--- config.mk ---
export PLATFORM = sky130hd
export DESIGN_NAME = trellis_traceback
export DESIGN_NICKNAME = d
export VERILOG_FILES = /design/src/rtl/trellis_traceback.sv
export SDC_FILE = /design/constraint.sdc
export NUM_CORES = 2
export LEC_CHECK = 0
export BUFFER_PORTS_ARGS = -buffer_cell sky130_fd_sc_hd__buf_2
export CELL_PAD_IN_SITES_DETAIL_PLACEMENT = 1
export CELL_PAD_IN_SITES_GLOBAL_PLACEMENT = 2
export CORE_MARGIN = 2
export CORE_UTILIZATION = 55
export DETAILED_ROUTE_END_ITERATION = 16
export GPL_ROUTABILITY_DRIVEN = 0
export PLACE_DENSITY = 0.95
export SLEW_MARGIN = 30
export SYNTH_ARGS = -nofsm -noshare
export SYNTH_HDL_FRONTEND = slang
export SYNTH_SLANG_ARGS = --single-unit
--- constraint.sdc ---
create_clock -name clk -period 8.7 [get_ports clk]
set_clock_uncertainty 0.05 [all_clocks]
set_input_delay 0.87 -clock clk [delete_from_list [all_inputs] [get_ports clk]]
set_output_delay 0.87 -clock clk [all_outputs]
set_load 0.05 [all_outputs]
--- src/rtl/trellis_traceback.sv ---
// Survivor-path traceback: stores one survivor vector per symbol in a
// circular buffer and, on each best-state strobe, walks TB_LEN entries back
// from the winning state to emit one decided bit.
module trellis_traceback #(
    parameter int TB_LOG2 = 4,
    parameter int NSTATES = 20
) (
    input  logic                   clk,
    input  logic                   reset,
    input  logic                   symEn,
    input  logic [6*NSTATES-1:0]   survIn,
    input  logic                   startEn,
    input  logic [4:0]             index,
    output logic                   decBit,
    output logic                   decEn,
    output logic                   busy,
    output logic                   overrun
);
    localparam int TB_LEN = 2**TB_LOG2;
    localparam logic [TB_LOG2:0]   FULL = (TB_LOG2+1)'(TB_LEN);
    localparam logic [TB_LOG2-1:0] LAST = TB_LOG2'(TB_LEN-1);

    typedef enum logic {IDLE, TRACE} fsm_t;

    // Each entry is NSTATES slots of {decided bit, predecessor[4:0]}.
    logic [TB_LEN-1:0][NSTATES-1:0][5:0] r_buf;

    fsm_t               r_fsm, w_fsmNext;
    logic [TB_LOG2-1:0] r_wrPtr;
    logic [TB_LOG2:0]   r_fillCnt, w_fillNext;
    logic [4:0]         r_tstate, w_tstateNext;
    logic [TB_LOG2-1:0] r_rdPtr, w_rdPtrNext;
    logic [TB_LOG2-1:0] r_cnt, w_cntNext;
    logic               r_decBit, w_decBitNext;
    logic               r_decEn, w_decEnNext;
    logic               r_overrun, w_overrunNext;
    logic [5:0]         w_slot;

    // Out-of-range state numbers (20..31) fold onto state 0.
    function automatic logic [4:0] f_san(input logic [4:0] s);
        return (s >= 5'(NSTATES)) ? 5'd0 : s;
    endfunction

    // Fill level as it will be after this cycle's write (saturating).
    assign w_fillNext = (symEn && r_fillCnt != FULL) ? r_fillCnt + 1'b1 : r_fillCnt;
    assign w_slot     = r_buf[r_rdPtr][r_tstate];

    // Buffer storage: written on every symEn regardless of FSM state.
    always_ff @(posedge clk) begin
        if (symEn) r_buf[r_wrPtr] <= survIn;
    end

    // Write pointer and fill counter.
    always_ff @(posedge clk or posedge reset) begin
        if (reset) begin
            r_wrPtr   <= '0;
            r_fillCnt <= '0;
        end else begin
            if (symEn) r_wrPtr <= r_wrPtr + 1'b1;
            r_fillCnt <= w_fillNext;
        end
    end

    // FSM state and traceback datapath registers.
    always_ff @(posedge clk or posedge reset) begin
        if (reset) begin
            r_fsm     <= IDLE;
            r_tstate  <= '0;
            r_rdPtr   <= '0;
            r_cnt     <= '0;
            r_decBit  <= 1'b0;
            r_decEn   <= 1'b0;
            r_overrun <= 1'b0;
        end else begin
            r_fsm     <= w_fsmNext;
            r_tstate  <= w_tstateNext;
            r_rdPtr   <= w_rdPtrNext;
            r_cnt     <= w_cntNext;
            r_decBit  <= w_decBitNext;
            r_decEn   <= w_decEnNext;
            r_overrun <= w_overrunNext;
        end
    end

    // Next-state: accept a start once the buffer is full, then follow
    // predecessors one entry per clock; a write mid-trace aborts it because
    // it overwrites the entry the walk will end on.
    always_comb begin
        w_fsmNext     = r_fsm;
        w_tstateNext  = r_tstate;
        w_rdPtrNext   = r_rdPtr;
        w_cntNext     = r_cnt;
        w_decBitNext  = r_decBit;
        w_decEnNext   = 1'b0;
        w_overrunNext = 1'b0;
        case (r_fsm)
            IDLE: begin
                if (startEn && w_fillNext == FULL) begin
                    w_fsmNext    = TRACE;
                    w_tstateNext = f_san(index);
                    // Same-cycle write is the newest entry (write-then-read).
                    w_rdPtrNext  = symEn ? r_wrPtr : r_wrPtr - 1'b1;
                    w_cntNext    = '0;
                end
            end
            TRACE: begin
                if (symEn) begin
                    w_overrunNext = 1'b1;
                    w_fsmNext     = IDLE;
                end else if (r_cnt == LAST) begin
                    w_decBitNext = w_slot[5];
                    w_decEnNext  = 1'b1;
                    w_fsmNext    = IDLE;
                end else begin
                    w_tstateNext = f_san(w_slot[4:0]);
                    w_rdPtrNext  = r_rdPtr - 1'b1;
                    w_cntNext    = r_cnt + 1'b1;
                end
            end
            default: w_fsmNext = IDLE;
        endcase
    end

    assign busy    = (r_fsm == TRACE);
    assign decBit  = r_decBit;
    assign decEn   = r_decEn;
    assign overrun = r_overrun;

endmodule
==> results summary <==
The number of global-route vias before repair was 40900. The critical path data required time came out at 9.38 ns. The share of flip-flops with an asynchronous set or reset came out at 1.34%.

The finished layout holds around 5400 standard cells, fillers aside. Once the floorplan was initialized, standard cells occupied between 50% and 60% of the core. The top-level I/O count is 133.

For the worst setup path, the data arrival time is 5.76 ns. The type of the worst setup path is reg -> reg. The global-route congestion overflow total is 0. The number of maximum-capacitance constraint violations came out at 0. The count of cell types in the netlist came out at 69. Tracing the worst setup path back leads to its startpoint at r_rdPtr[3].

In the final timing run, aggregate negative setup slack is 0 ns. The multi-input combinational cells in the finished layout cover a total of 15500 µm². The maximum fanout along the worst path came out at 31. The area of the die is 139000 µm². For this design the static power due to leakage is 0.0264 µW.

In the layout the commonest cells are sky130_fd_sc_hd__edfxtp_1 (1920), sky130_fd_sc_hd__mux4_2 (486), sky130_fd_sc_hd__clkbuf_16 (192). The layout overhead on the synthesized area is 11.6%. The instance count of the mapped netlist came out at around 3300. Entering global routing, the biggest net connects ~130 pins. The type of element launching the critical path is a flop. The floorplan step set the die width to 373 µm. STA classifies the critical path endpoint as a flop. Clock tree synthesis selected as its root buffer the cell sky130_fd_sc_hd__clkbuf_16.

The max-slew violation count is 0. sky130_fd_sc_hd__edfxtp_1 takes more of the synthesized area than any other cell. The H-tree was split into 4 levels. Clock tree synthesis inserted a total of 187 buffers.

The portion of the clock cycle consumed by the worst path in the final layout came out at 58.3%. The critical register-to-register path startpoint is r_rdPtr[3]. The global routing usage summed across all routing layers is 31.7%.

Measured against its own limit, the worst slew margin works out to between 20% and 30%. The cell count after placement is 5067. After routing the design area is 83600 µm².

The average cell area after synthesis came out at 23.0 µm². The worst register-to-register path has a setup slack of 3.63 ns. The ratio of cells with drive above 1 in the final layout came out at 27.4%. Setup repair after global routing left no endpoint under its margin. The post-detailed-route DRC marker count came out at 0.

The clock reaches the later pin of the worst-skew pair after roughly 0.85 ns. The sequential cell area fraction in the yosys report is between 70 and 80%. The area share of the largest cell type after synthesis is 77.0%.

The number of failing setup endpoints in the final timing report came out at 0. Yosys attributes the largest share of cell area to sky130_fd_sc_hd__edfxtp_1 (77%), sky130_fd_sc_hd__mux4_2 (15%), sky130_fd_sc_hd__mux2i_1 (1.3%), sky130_fd_sc_hd__dfrtp_1 (0.87%), sky130_fd_sc_hd__a22oi_1 (0.77%). At the pin with the least slew margin, the transition time is around 1.2 ns.

TritonCTS built the clock tree. The commonest non-fill, non-tap cell in the layout is sky130_fd_sc_hd__edfxtp_1. The total of fill cells in the finished design came out at 10700. The Yosys warning count is 0. After detailed routing, the number of vias per cell comes to 7.15. The iteration-0 DRC count of the detailed router is between 6000 and 7000. The remaining antenna violation count came out at 0.

The peak supply drop came out at between 0.0002 and 0.0003 V. The number of antenna violations at the first check in global routing is 36. Once the clock tree was built, the setup fixing pass inserted 0 buffers. The hold buffer count at CTS is 0. The core region is approximately 140000 µm². Summing all flip-flop and latch instances after layout gives 58300 µm². The number of cell rows came out at 135. The post-synthesis register bit count came out at 1946. The buffer depth of the longest clock path is 3. The combined area of all synthesized cells came out at 74900 µm². The first-pass GRT wire length is 310000 µm.

The die outline height came out at 373 µm. The post-route worst hold slack is 0.0355 ns. For this run, the post-layout net count is 3614.

The number of cells on the worst reg-to-reg path is 9. The port buffer count is 132. For this block, the routed nets add up to 219000 µm of wire. The wire length per cell after detailed routing is just over 40 µm.

The number of gates resized after cts is 0. The number of enable flip-flop cells after synthesis came out at approximately 1900. The run finished with clean final reports.

The clock net in this run drives a total of 1946 sinks. The type of the most critical hold path is in -> async. The length of the first detailed-routing pass in iterations is 5.

The worst register-to-register path ends at r_tstate[4]. The HPWL reported at the end of detailed placement is 110000 µm. Dividing total power by cell area gives a power density of roughly 330 nW/µm². The maximum clock rate is 0.197 GHz. Clock-pin slew was measured on the worst setup and hold paths at 0.07 ns. The net count after synthesis came out at 3400. For this block, the via count after detailed routing is roughly 39000. The hold violation count in the final report came to 0.

The flip-flop cell with the highest count after synthesis is sky130_fd_sc_hd__edfxtp_1. The final critical path time including I/O delays and setup came out at ~5.1 ns. The total cell area at the placement stage came out at 77500 µm².
-- sequential cells by signal (all words and copies together) (netlist names), 4 cells and up --
signal     flops
r_buf       1920
r_cnt          4
r_fillCnt      5
r_rdPtr        4
r_tstate       5
r_wrPtr        4
-- synth_stat cells (7+ instances only) --
master / number
sky130_fd_sc_hd__a32oi_1: 7
sky130_fd_sc_hd__a22oi_1: 77
sky130_fd_sc_hd__inv_1: 13
sky130_fd_sc_hd__a221oi_1: 21
sky130_fd_sc_hd__ha_1: 9
sky130_fd_sc_hd__buf_4: 50
sky130_fd_sc_hd__a2111oi_0: 7
sky130_fd_sc_hd__mux2_2: 12
sky130_fd_sc_hd__edfxtp_1: 1920
sky130_fd_sc_hd__dfrtp_1: 26
sky130_fd_sc_hd__nand3_1: 25
sky130_fd_sc_hd__or4_1: 9
sky130_fd_sc_hd__and3_1: 9
sky130_fd_sc_hd__nand2_1: 60
sky130_fd_sc_hd__and2_1: 23
sky130_fd_sc_hd__a311oi_1: 7
sky130_fd_sc_hd__nor3_1: 9
sky130_fd_sc_hd__nand2b_1: 13
sky130_fd_sc_hd__buf_6: 14
sky130_fd_sc_hd__mux4_2: 486
sky130_fd_sc_hd__buf_2: 56
sky130_fd_sc_hd__nor2_1: 48
sky130_fd_sc_hd__a21oi_1: 29
sky130_fd_sc_hd__nand4_1: 12
sky130_fd_sc_hd__a211oi_1: 12
sky130_fd_sc_hd__o21ai_0: 21
sky130_fd_sc_hd__clkbuf_1: 49
sky130_fd_sc_hd__o22ai_1: 16
sky130_fd_sc_hd__mux2i_1: 99
sky130_fd_sc_hd__a31oi_1: 17
sky130_fd_sc_hd__nor2b_1: 21
-- worst max-delay path, stage by stage (launching register included) --
cell and delay (ns):
sky130_fd_sc_hd__dfrtp_4 0.70, sky130_fd_sc_hd__inv_4 0.72, sky130_fd_sc_hd__buf_4 0.81, sky130_fd_sc_hd__mux4_2 0.59, sky130_fd_sc_hd__nor2b_1 0.15, sky130_fd_sc_hd__a211oi_1 0.48, sky130_fd_sc_hd__a311oi_1 0.12, sky130_fd_sc_hd__a311oi_2 0.63
sky130_fd_sc_hd__nand3_1 0.34, sky130_fd_sc_hd__o31ai_2 0.29
-- worst max path at each step --
stage | cells past startpoint | endpoint | slack, ns
3_5_place_dp | 9 | r_tstate[0] | 3.88
2_1_floorplan | 4 | r_buf[0] | 3.68
5_1_grt | 9 | r_tstate[4] | 3.64
6_report | 9 | r_tstate[4] | 3.63
4_1_cts | 10 | r_tstate[4] | 3.61
3_3_place_gp | 9 | r_tstate[0] | 4.01
-- layout make-up --
type	count	share of cell area, %
Inverter	18	0.0838
Timing Repair Buffer	201	1.76
Multi-Input combinational cell	1122	18.5
Antenna cell	22	0.0659
Tap cell	1781	2.67
Sequential cell	1946	69.8
Clock inverter	101	1.10
Clock buffer	241	6.00
-- report_power, final --
group	internal [µW]	total, µW	switching [µW]
logic	3040	7910	4880
registers	11300	11700	433
clock network	4520	8130	3610
total	18800	27700	8920
-- cells by family (layout without fill, tap and decap cells) --
| kind of cell | count (synthesis) | count (layout) | share of synthesized area, % |
|---|---|---|---|
| flip-flops | 1946 | 1946 | 77.9 |
| multiplexers | 598 | 598 | 16.2 |
| AO/OA/AOI/OAI | 257 | 257 | 2.49 |
| AND/OR/NAND/NOR | 248 | 248 | 1.69 |
| buffers and inverters | 194 | 561 | 1.52 |
| XOR/XNOR | 10 | 10 | 0.117 |
| adder cells (fa/ha/maj) | 9 | 9 | 0.150 |
| other | 0 | 22 | 0 |
-- through the flow --
stage	setup WS [ns]	utilization, %	power (µW)
after CTS	3.61	61.7	27600
after global routing	3.64	61.7	28300
after detailed placement	3.88	57.3	19400
after global placement	4.01	57.2	19000
final	3.63	61.8	27700
after floorplan	3.68	-	16800
-- layer usage --
| layer | wire length (µm) | share of wire, % | up-vias | GRT usage (%) |
|---|---|---|---|---|
| met4 | 11300 | 5.2 | 16 | 16.4 |
| met1 | 75700 | 35 | 20400 | 40.0 |
| li1 | - | - | 14400 | - |
| met5 | 110 | 0.050 | - | 0 |
| met3 | 23500 | 11 | 725 | 7.66 |
| met2 | 108000 | 49 | 3209 | 51.7 |
Power figures use the tool's default switching activity.
